### config.mk
export PLATFORM = sky130hd
export DESIGN_NAME = muldiv_ctrl
export DESIGN_NICKNAME = d
export VERILOG_FILES = /design/src/rtl/muldiv_pkg.sv /design/src/rtl/muldiv_core.sv /design/src/rtl/muldiv_ctrl.sv
export SDC_FILE = /design/constraint.sdc
export NUM_CORES = 1
export LEC_CHECK = 0
export CORE_ASPECT_RATIO = 1.75
export CORE_MARGIN = 2
export CORE_UTILIZATION = 45
export DETAILED_ROUTE_END_ITERATION = 8
export PLACE_DENSITY = 0.66
export SYNTH_ARGS = -nofsm -noshare
export SYNTH_HDL_FRONTEND = slang
export SYNTH_SLANG_ARGS = --single-unit
export TNS_END_PERCENT = 20
### constraint.sdc
create_clock -name clk -period 7.1 [get_ports clk]
set_input_delay 1.42 -clock clk [delete_from_list [all_inputs] [get_ports clk]]
set_output_delay 1.42 -clock clk [all_outputs]
set_load 0.005 [all_outputs]
### src/rtl/muldiv_pkg.sv
// Shared definitions for the multiply/divide controller: op codes, FSM states,
// iteration count and a magnitude helper.
package muldiv_pkg;

  localparam int ITER  = 32;
  localparam int CNT_W = $clog2(ITER);

  typedef enum logic [1:0] {
    MD_MULT  = 2'b00,
    MD_MULTU = 2'b01,
    MD_DIV   = 2'b10,
    MD_DIVU  = 2'b11
  } md_op_e;

  typedef enum logic [1:0] {
    IDLE = 2'b00,
    RUN  = 2'b01,
    DONE = 2'b10
  } md_state_e;

  function automatic logic [31:0] abs32(input logic [31:0] v);
    return v[31] ? (32'd0 - v) : v;
  endfunction

endpackage

### src/rtl/muldiv_core.sv
// Iterative datapath: 64-bit accumulator doing one shift-add (multiply) or
// one restoring subtract (divide) step per enabled cycle on unsigned operands.
module muldiv_core
  import muldiv_pkg::*;
(
  input  logic        clk,
  input  logic        rst,
  input  logic        load_i,
  input  logic        step_i,
  input  logic        is_div_i,
  input  logic [31:0] opa_i,
  input  logic [31:0] opb_i,
  output logic [63:0] acc_o
);

  logic [63:0] acc_q, acc_d;
  logic [31:0] m_q, m_d;
  logic [32:0] add_sum;
  logic [33:0] sub_diff;

  always_comb begin
    add_sum  = {1'b0, acc_q[63:32]} + (acc_q[0] ? {1'b0, m_q} : 33'd0);
    // 34-bit trial keeps the borrow valid when the shifted remainder exceeds 32 bits
    sub_diff = {1'b0, acc_q[63:31]} - {2'b00, m_q};
    acc_d    = acc_q;
    m_d      = m_q;
    if (load_i) begin
      acc_d = {32'd0, is_div_i ? opa_i : opb_i};
      m_d   = is_div_i ? opb_i : opa_i;
    end else if (step_i) begin
      if (is_div_i) begin
        acc_d = sub_diff[33] ? {acc_q[62:0], 1'b0}
                             : {sub_diff[31:0], acc_q[30:0], 1'b1};
      end else begin
        acc_d = {add_sum, acc_q[31:1]};
      end
    end
  end

  always_ff @(posedge clk or posedge rst) begin
    if (rst) begin
      acc_q <= '0;
      m_q   <= '0;
    end else begin
      acc_q <= acc_d;
      m_q   <= m_d;
    end
  end

  assign acc_o = acc_q;

endmodule

### src/rtl/muldiv_ctrl.sv
// Multiply/divide unit control: sequencing FSM, iteration down-counter,
// sign handling and the HI/LO architectural registers.
//
// state | meaning
// IDLE  | waiting for start_i; mthi/mtlo writes land here
// RUN   | one core iteration per cycle, cnt_q counts 31 down to 0
// DONE  | sign-correct result, commit HI/LO on the exiting edge
module muldiv_ctrl
  import muldiv_pkg::*;
(
  input  logic        clk,
  input  logic        rst,
  input  logic        start_i,
  input  logic [1:0]  op_i,
  input  logic [31:0] a_i,
  input  logic [31:0] b_i,
  input  logic        hilo_rd_id_i,
  input  logic        hilo_we_i,
  input  logic        hilo_sel_i,
  input  logic [31:0] hilo_wdata_i,
  output logic        busy_o,
  output logic        stall_o,
  output logic        done_o,
  output logic [31:0] hi_o,
  output logic [31:0] lo_o
);

  md_state_e        state_q, state_d;
  logic [CNT_W-1:0] cnt_q, cnt_d;
  logic             is_div_q, is_div_d;
  logic             neg_q, neg_d;
  logic             rem_neg_q, rem_neg_d;
  logic [31:0]      hi_q, hi_d, lo_q, lo_d;

  logic             load;
  logic             is_signed;
  logic             div_zero;
  logic [31:0]      opa, opb;
  logic [63:0]      acc;
  logic [31:0]      res_hi, res_lo;
  logic [63:0]      prod;

  muldiv_core u_core (
    .clk      (clk),
    .rst      (rst),
    .load_i   (load),
    .step_i   (state_q == RUN),
    .is_div_i (is_div_d),
    .opa_i    (opa),
    .opb_i    (opb),
    .acc_o    (acc)
  );

  // Divide by zero runs unsigned on raw operands: the core then yields
  // quotient all-ones and remainder equal to the dividend with no correction.
  always_comb begin
    is_signed = (op_i == MD_MULT) || (op_i == MD_DIV);
    div_zero  = op_i[1] && (b_i == 32'd0);
    opa       = (is_signed && !div_zero) ? abs32(a_i) : a_i;
    opb       = (is_signed && !div_zero) ? abs32(b_i) : b_i;
  end

  always_comb begin
    state_d   = state_q;
    cnt_d     = cnt_q;
    is_div_d  = is_div_q;
    neg_d     = neg_q;
    rem_neg_d = rem_neg_q;
    load      = 1'b0;
    case (state_q)
      IDLE: begin
        if (start_i) begin
          load      = 1'b1;
          state_d   = RUN;
          cnt_d     = CNT_W'(ITER - 1);
          is_div_d  = op_i[1];
          neg_d     = is_signed && !div_zero && (a_i[31] ^ b_i[31]);
          rem_neg_d = is_signed && !div_zero && a_i[31];
        end
      end
      RUN: begin
        if (cnt_q == '0) state_d = DONE;
        else             cnt_d   = cnt_q - CNT_W'(1);
      end
      DONE:    state_d = IDLE;
      default: state_d = IDLE;
    endcase
  end

  always_comb begin
    prod   = neg_q ? (64'd0 - acc) : acc;
    res_hi = prod[63:32];
    res_lo = prod[31:0];
    if (is_div_q) begin
      res_lo = neg_q     ? (32'd0 - acc[31:0])  : acc[31:0];
      res_hi = rem_neg_q ? (32'd0 - acc[63:32]) : acc[63:32];
    end
  end

  // A completing operation overrides a coincident mthi/mtlo on both registers
  always_comb begin
    hi_d = hi_q;
    lo_d = lo_q;
    if (state_q == DONE) begin
      hi_d = res_hi;
      lo_d = res_lo;
    end else if (hilo_we_i) begin
      if (hilo_sel_i) hi_d = hilo_wdata_i;
      else            lo_d = hilo_wdata_i;
    end
  end

  always_ff @(posedge clk or posedge rst) begin
    if (rst) begin
      state_q   <= IDLE;
      cnt_q     <= '0;
      is_div_q  <= 1'b0;
      neg_q     <= 1'b0;
      rem_neg_q <= 1'b0;
      hi_q      <= '0;
      lo_q      <= '0;
    end else begin
      state_q   <= state_d;
      cnt_q     <= cnt_d;
      is_div_q  <= is_div_d;
      neg_q     <= neg_d;
      rem_neg_q <= rem_neg_d;
      hi_q      <= hi_d;
      lo_q      <= lo_d;
    end
  end

  assign busy_o  = (state_q != IDLE);
  assign stall_o = busy_o && (hilo_rd_id_i || start_i);
  assign done_o  = (state_q == DONE);
  assign hi_o    = hi_q;
  assign lo_o    = lo_q;

endmodule
Yosys cells after proc, flatten, opt, wreduce, memory -nomap -nowiden
Cells that the tools add are included.
{"block": "op_classes", "n_addsub": 8, "eq_ne": 7, "n_mux": 32, "bitwise_logic": 1, "reduce_logical": 22}
{"op": "$mux W32", "n": 17}
{"op": "$mux W64", "n": 5}
{"op": "$sub A1 B32 Y32 const A", "n": 4}
{"op": "$sub A1 B64 Y64 const A", "n": 1}
{"op": "$sub A33 B32 Y34", "n": 1}
{"op": "$add A32 B33 Y33", "n": 1}
{"op": "$logic_not A32 Y1", "n": 1}
{"op": "$mux W5", "n": 2}
{"op": "$pmux W5 S2", "n": 1}
{"op": "$reduce_bool A2 Y1", "n": 5}
{"op": "$reduce_and A2 Y1", "n": 4}
{"op": "$ne A2 B2 Y1 const B", "n": 3}
{"op": "$logic_and A1 B1 Y1", "n": 5}
{"op": "$logic_not A5 Y1", "n": 1}
{"op": "$sub A5 B1 Y5 const B", "n": 1}
{"op": "$eq A2 B2 Y1 const B", "n": 2}
{"op": "$logic_not A2 Y1", "n": 2}
{"op": "$mux W1", "n": 4}
{"op": "$mux W2", "n": 2}
{"op": "$pmux W2 S2", "n": 1}
{"op": "$reduce_and A3 Y1", "n": 1}
{"op": "$eq A2 B1 Y1 const B", "n": 1}
{"op": "$logic_or A1 B1 Y1", "n": 2}
{"op": "$ne A2 B1 Y1 const B", "n": 1}
{"op": "other kinds (2)", "n": 2}
{"block": "totals", "regBits": 170, "input_bits": 104, "output_inout_bits": 67, "word_cells": 79}

Logic depth before layout (Yosys ltp)
{"block": "logic_depth", "ltp_word": 7, "mapped_depth": 16, "ltp_nobuf": 14}

Hierarchy
From an unflattened synthesis, not the netlist that was laid out.
{"block": "hier_totals", "hier_cells": 1957, "area_unflattened_um2": 15652.5}
{"module": "muldiv_core", "n_inst": 1, "cells_per_inst": 1108, "area_per_inst_um2": 8839.7, "seq_area_each_um2": 2402.3}
{"module": "muldiv_ctrl", "n_inst": 1, "cells_per_inst": 849, "area_per_inst_um2": 6812.8, "seq_area_each_um2": 1851.8}

Worst setup path before layout
OpenSTA, ideal clock, no wires.
{"block": "synth_timing", "path_kind": "input to register", "start": "input port a_i[12]", "end": "register u_core.m_q[29]", "setup_ns": 0.127, "arrival_time_ns": 3.694, "required_ns": 6.973, "slack_ns": 3.279, "stages": 8, "n_path_buf": 0, "path_cell_list": "or4_4 or4_1 or3b_1 or3_1 o41ai_2 xnor2_1 o211ai_1 o21ai_1"}
{"block": "synth_via", "elab_chain_len": 4}
{"element": "from (decl)", "line": "muldiv_ctrl.sv:15", "rtl": "input logic [31:0] a_i,"}
{"element": "$sub A1 B32 Y32", "line": "muldiv_pkg.sv:22", "rtl": "return v[31] ? (32'd0 - v) : v;"}
{"element": "$mux W32", "line": "muldiv_pkg.sv:22"}
{"element": "$mux W32", "line": "muldiv_ctrl.sv:59", "rtl": "opa = (is_signed && !div_zero) ? abs32(a_i) : a_i;"}
{"element": "$mux W32", "line": "muldiv_core.sv:29", "rtl": "m_d = is_div_i ? opb_i : opa_i;"}
{"element": "to (signal assigned)", "line": "muldiv_core.sv:46", "rtl": "m_q <= m_d;"}
{"element": "to (decl)", "line": "muldiv_core.sv:17", "rtl": "logic [31:0] m_q, m_d;"}
No other way between the ends.
A chain may end at the register's enable or synchronous reset.

Worst setup path in the final report
{"block": "layout_timing", "start": "register u_core.acc_q[34] (netlist: u_core.acc_o[34])", "end": "register u_core.acc_q[45] (netlist: u_core.acc_o[45])"}
{"block": "layout_via", "elab_chain_len": 5, "elab_cells_between_ends": 6, "classes_between": "add/sub: 2; mux: 4"}
{"element": "from (decl)", "line": "muldiv_core.sv:16", "rtl": "logic [63:0] acc_q, acc_d;"}
{"element": "from (signal assigned)", "line": "muldiv_core.sv:42", "rtl": "acc_q <= '0;"}
{"element": "from (signal assigned)", "line": "muldiv_core.sv:45", "rtl": "acc_q <= acc_d;"}
{"element": "$sub A33 B32 Y34", "line": "muldiv_core.sv:24", "rtl": "sub_diff = {1'b0, acc_q[63:31]} - {2'b00, m_q};"}
{"element": "$mux W64", "line": "muldiv_core.sv:32", "rtl": "acc_d = sub_diff[33] ? {acc_q[62:0], 1'b0}"}
{"element": "$mux W64 (*)", "line": "muldiv_core.sv:31", "rtl": "if (is_div_i) begin"}
{"element": "$mux W64 (*)", "line": "muldiv_core.sv:30", "rtl": "end else if (step_i) begin"}
{"element": "$mux W64 (*)", "line": "muldiv_core.sv:27", "rtl": "if (load_i) begin"}
Every way passes the cells marked *; elsewhere a longest branch is shown, timed or not. The select of a mux whose other input is x is not followed.

==> flow_metrics.tcl <==
set metrics [dict create \
    grt_max_degree 119 \
    reg2reg_from "u_core.acc_o[34]$_DFFE_PP0P_" \
    numPortBuffers 170 \
    cts_hold_buf 0 \
    start_util_pct 45.7 \
    drt-vias-per-instance 6.06 \
    wl_per_cell_um 22.5 \
    fmax_mhz 219 \
    antenna_cells 0 \
    synthDistinctLibCells 78 \
    cp.arrival_ns 4.93 \
    antenna_found_initial 0 \
    maxCapViolations 0 \
    powerDensity_nw_per_um2 496 \
    post_cts_buffers 0 \
    cts_tree "built" \
    layout-drive-gt1-share_pct 4.37 \
    cts-root-buf "clkbuf_16" \
    cp-start-kind "flop" \
    holdWs_ns 0.508 \
    r2r_setup_slack_ns 2.53 \
    ioPinCount 171 \
    netlist_top_cells_area "dfrtp_1 (29%), xnor2_1 (7.5%), mux2i_1 (7.0%)" \
    hold_start "u_core.m_q[0]$_DFFE_PP0P_" \
    hpwl_um 42000 \
    die_x_um 141 \
    die_h_um 244 \
    netlist.area_leader.share_pct 28.8 \
    synthCells 1860 \
    clock_power_share_pct 11.2 \
    drt-initial-drc-count 868 \
    switching_share_pct 51.4 \
    syn_to_final_growth_pct 16.8 \
    hold_viol 0 \
    first_global_vias 14300 \
    place_congestion 0.975 \
    async_flop_share_pct 100 \
    worstHoldEndpoint "u_core.m_q[0]$_DFFE_PP0P_" \
    power_leakage_nw 7.27 \
    seqPwrFrac_pct 23.2 \
    fill_cells 3127 \
    fin_crit_sh_pct 64.3 \
    finalMaxSlewViolations 0 \
    combPwrFrac_pct 65.7 \
    clock_latency_ns 0.47 \
    required_ns 7.47 \
    core_um2 32300 \
    synth_largest_area_cell "dfrtp_1" \
    reg2reg_depth 12 \
    max-clock-path-buffers 2 \
    ys_seq_elements 170 \
    fin_skew_ns 0.0118 \
    cts-resized-gates 0 \
    firstDrtPassIters 5 \
    synth_nets 2036 \
    cts_sinks 170 \
    min_path_cells 2 \
    grt.total_usage_pct 30.8 \
    rsz0062_at_grt "false" \
    critical_path_class "flop to flop" \
    ir_drop_uv 255 \
    synth_ff_type "dfrtp_1" \
    tightestPinTransition_ns 1.16 \
    synth_edf_count 0 \
    drc 0 \
    fin_crit_ns 4.57 \
    synth_area_um2 14800 \
    setup_tns_ns 0 \
    crit_path_end_kind "flop" \
    synth_warnings 0 \
    rows 87 \
    p_int_mw 4.17 \
    status "finished clean" \
    totalWireLength_um 53400 \
    slew_headroom_pct 23.0 \
    setup_violations 0 \
    clk_pin_slew_ns 0.08 \
    grt_pass1_wl_um 81400 \
    yosysSeqAreaShare_pct 28.8 \
    reg2reg_to "u_core.acc_o[45]$_DFFE_PP0P_" \
    cts_max_level 4 \
    ant_nets 0 \
    cts_made_buffers 17 \
    p_switching_mw 4.40 \
    min_path_type "flop to flop" \
    num-nets-final 2131 \
    dieArea_um2 34400 \
    vias 14400 \
    crit_fanout 15 \
    syn_area_per_cell_um2 7.95 \
    grt.overflow.total 0 \
]
## cells by family after synthesis
logic type | count (synthesis) | synth area share (%)
muxes | 104 | 7.04
DFF | 170 | 28.8
AOI/OAI and AO/OA | 605 | 25.5
adders and majority gates | 72 | 6.19
xor gates and xnor gates | 171 | 10.1
buffers and inverters | 175 | 4.65
and+or+nand+nor | 563 | 17.7
## cells in the mapped netlist (6+ instances only)
master	count
nand2b_1	21
and2_1	11
o21ai_0	193
a211oi_1	13
o21ai_1	10
or3_1	21
o221ai_1	7
a21oi_1	149
or4_1	9
dfrtp_1	170
a31oi_1	23
nor2b_1	16
clkbuf_1	87
or2_2	7
and3_1	13
a22o_1	9
buf_2	7
nand2_1	232
buf_1	12
a21o_1	32
o21a_1	9
o41ai_1	9
xnor2_1	127
nor2_1	141
mux2i_1	104
xor2_1	44
o31ai_1	26
o211ai_1	66
nand3_1	31
inv_1	63
ha_1	70
nor3_1	16
nand4_1	6
nor4_1	14
## worst max-delay path: stages, from the launching register on
cell,delay (ns)
dfrtp_1,0.59
ha_1,0.48
o21ai_0,0.11
a21oi_1,0.29
o2111ai_1,0.17
and2_1,0.25
a31oi_1,0.59
a31oi_1,0.37
o31ai_2,0.69
buf_4,0.40
mux2i_1,0.21
o21ai_0,0.09
a22o_1,0.22
## how the worst max path moves through the flow
stage                                        end                    startpoint  cells after the start
global placement    u_core.acc_o[11]$_DFFE_PP0P_                        b_i[9]                     11
global route        u_core.acc_o[45]$_DFFE_PP0P_  u_core.acc_o[34]$_DFFE_PP0P_                     12
CTS                 u_core.acc_o[45]$_DFFE_PP0P_  u_core.acc_o[34]$_DFFE_PP0P_                     12
floorplan                   cnt_q[0]$_DFFE_PP0P_                           rst                      1
finish              u_core.acc_o[45]$_DFFE_PP0P_  u_core.acc_o[34]$_DFFE_PP0P_                     12
detailed placement  u_core.acc_o[14]$_DFFE_PP0P_                        b_i[9]                     11
## state kept, by name (all words and copies together) (netlist names)
name,count
hi_o,32
lo_o,32
is_div_q,1
state_q,2
u_core.acc_o,64
cnt_q,5
u_core.m_q,32
neg_q,1
rem_neg_q,1
## layout by cell type (no fill, tap or decap), drive strengths merged, types with 15 or more instances in the layout
| cell | netlist | routed |
|---|---|---|
| or3 | 21 | 21 |
| o21ai | 203 | 203 |
| nand2 | 232 | 232 |
| a21oi | 149 | 149 |
| a31oi | 23 | 23 |
| nand2b | 21 | 21 |
| nand3 | 32 | 32 |
| mux2i | 104 | 104 |
| o211ai | 66 | 66 |
| inv | 64 | 71 |
| clkdlybuf4s50 | 0 | 169 |
| nor2 | 142 | 142 |
| xor2 | 44 | 44 |
| nor4 | 15 | 15 |
| xnor2 | 127 | 127 |
| clkbuf | 87 | 17 |
| o31ai | 31 | 31 |
| ha | 70 | 70 |
| nor3 | 17 | 17 |
| a21o | 32 | 32 |
| buf | 23 | 17 |
| nor2b | 16 | 16 |
| dfrtp | 170 | 170 |
## per-stage QoR
stage	power, mW	area [um2]	utilization [%]	setup slack [ns]	std cells
after floorplan	5.86	14800	-	1.08	1860
after global placement	7.47	16700	51.6	2.35	2336
after detailed placement	7.53	16700	51.6	2.30	2336
after CTS	8.50	17300	53.4	2.62	2367
after global routing	9.21	17300	53.4	2.37	2367
final	8.57	17300	53.4	2.53	2367
## cell type report
cell class	instances	area [um2]	area share, %
Clock inverter	14	150	0.870
Multi-Input combinational cell	1515	9860	57.1
Inverter	65	250	1.45
Timing Repair Buffer	186	1820	10.5
Sequential cell	170	4260	24.7
Clock buffer	17	425	2.46
Tap cell	400	500	2.90
## power by group through the flow
stage / clock [mW] / sequential [mW] / combinational (mW)
after floorplan: 0 / 1.67 / 4.19
after global placement: 0 / 1.97 / 5.50
after detailed placement: 0 / 1.99 / 5.54
after CTS: 0.956 / 1.97 / 5.58
after global routing: 0.993 / 2.02 / 6.20
final: 0.956 / 1.99 / 5.63
## routing by layer
metal	vias to the layer above	track usage, %	part of all wire [%]
li1	6879	-	-
met1	6836	32.3	36
met2	491	55.9	52
met3	144	3.69	4.0
met4	0	22.6	8.3
met5	-	0	0
Note: power is estimated with default switching activity, not from simulation.
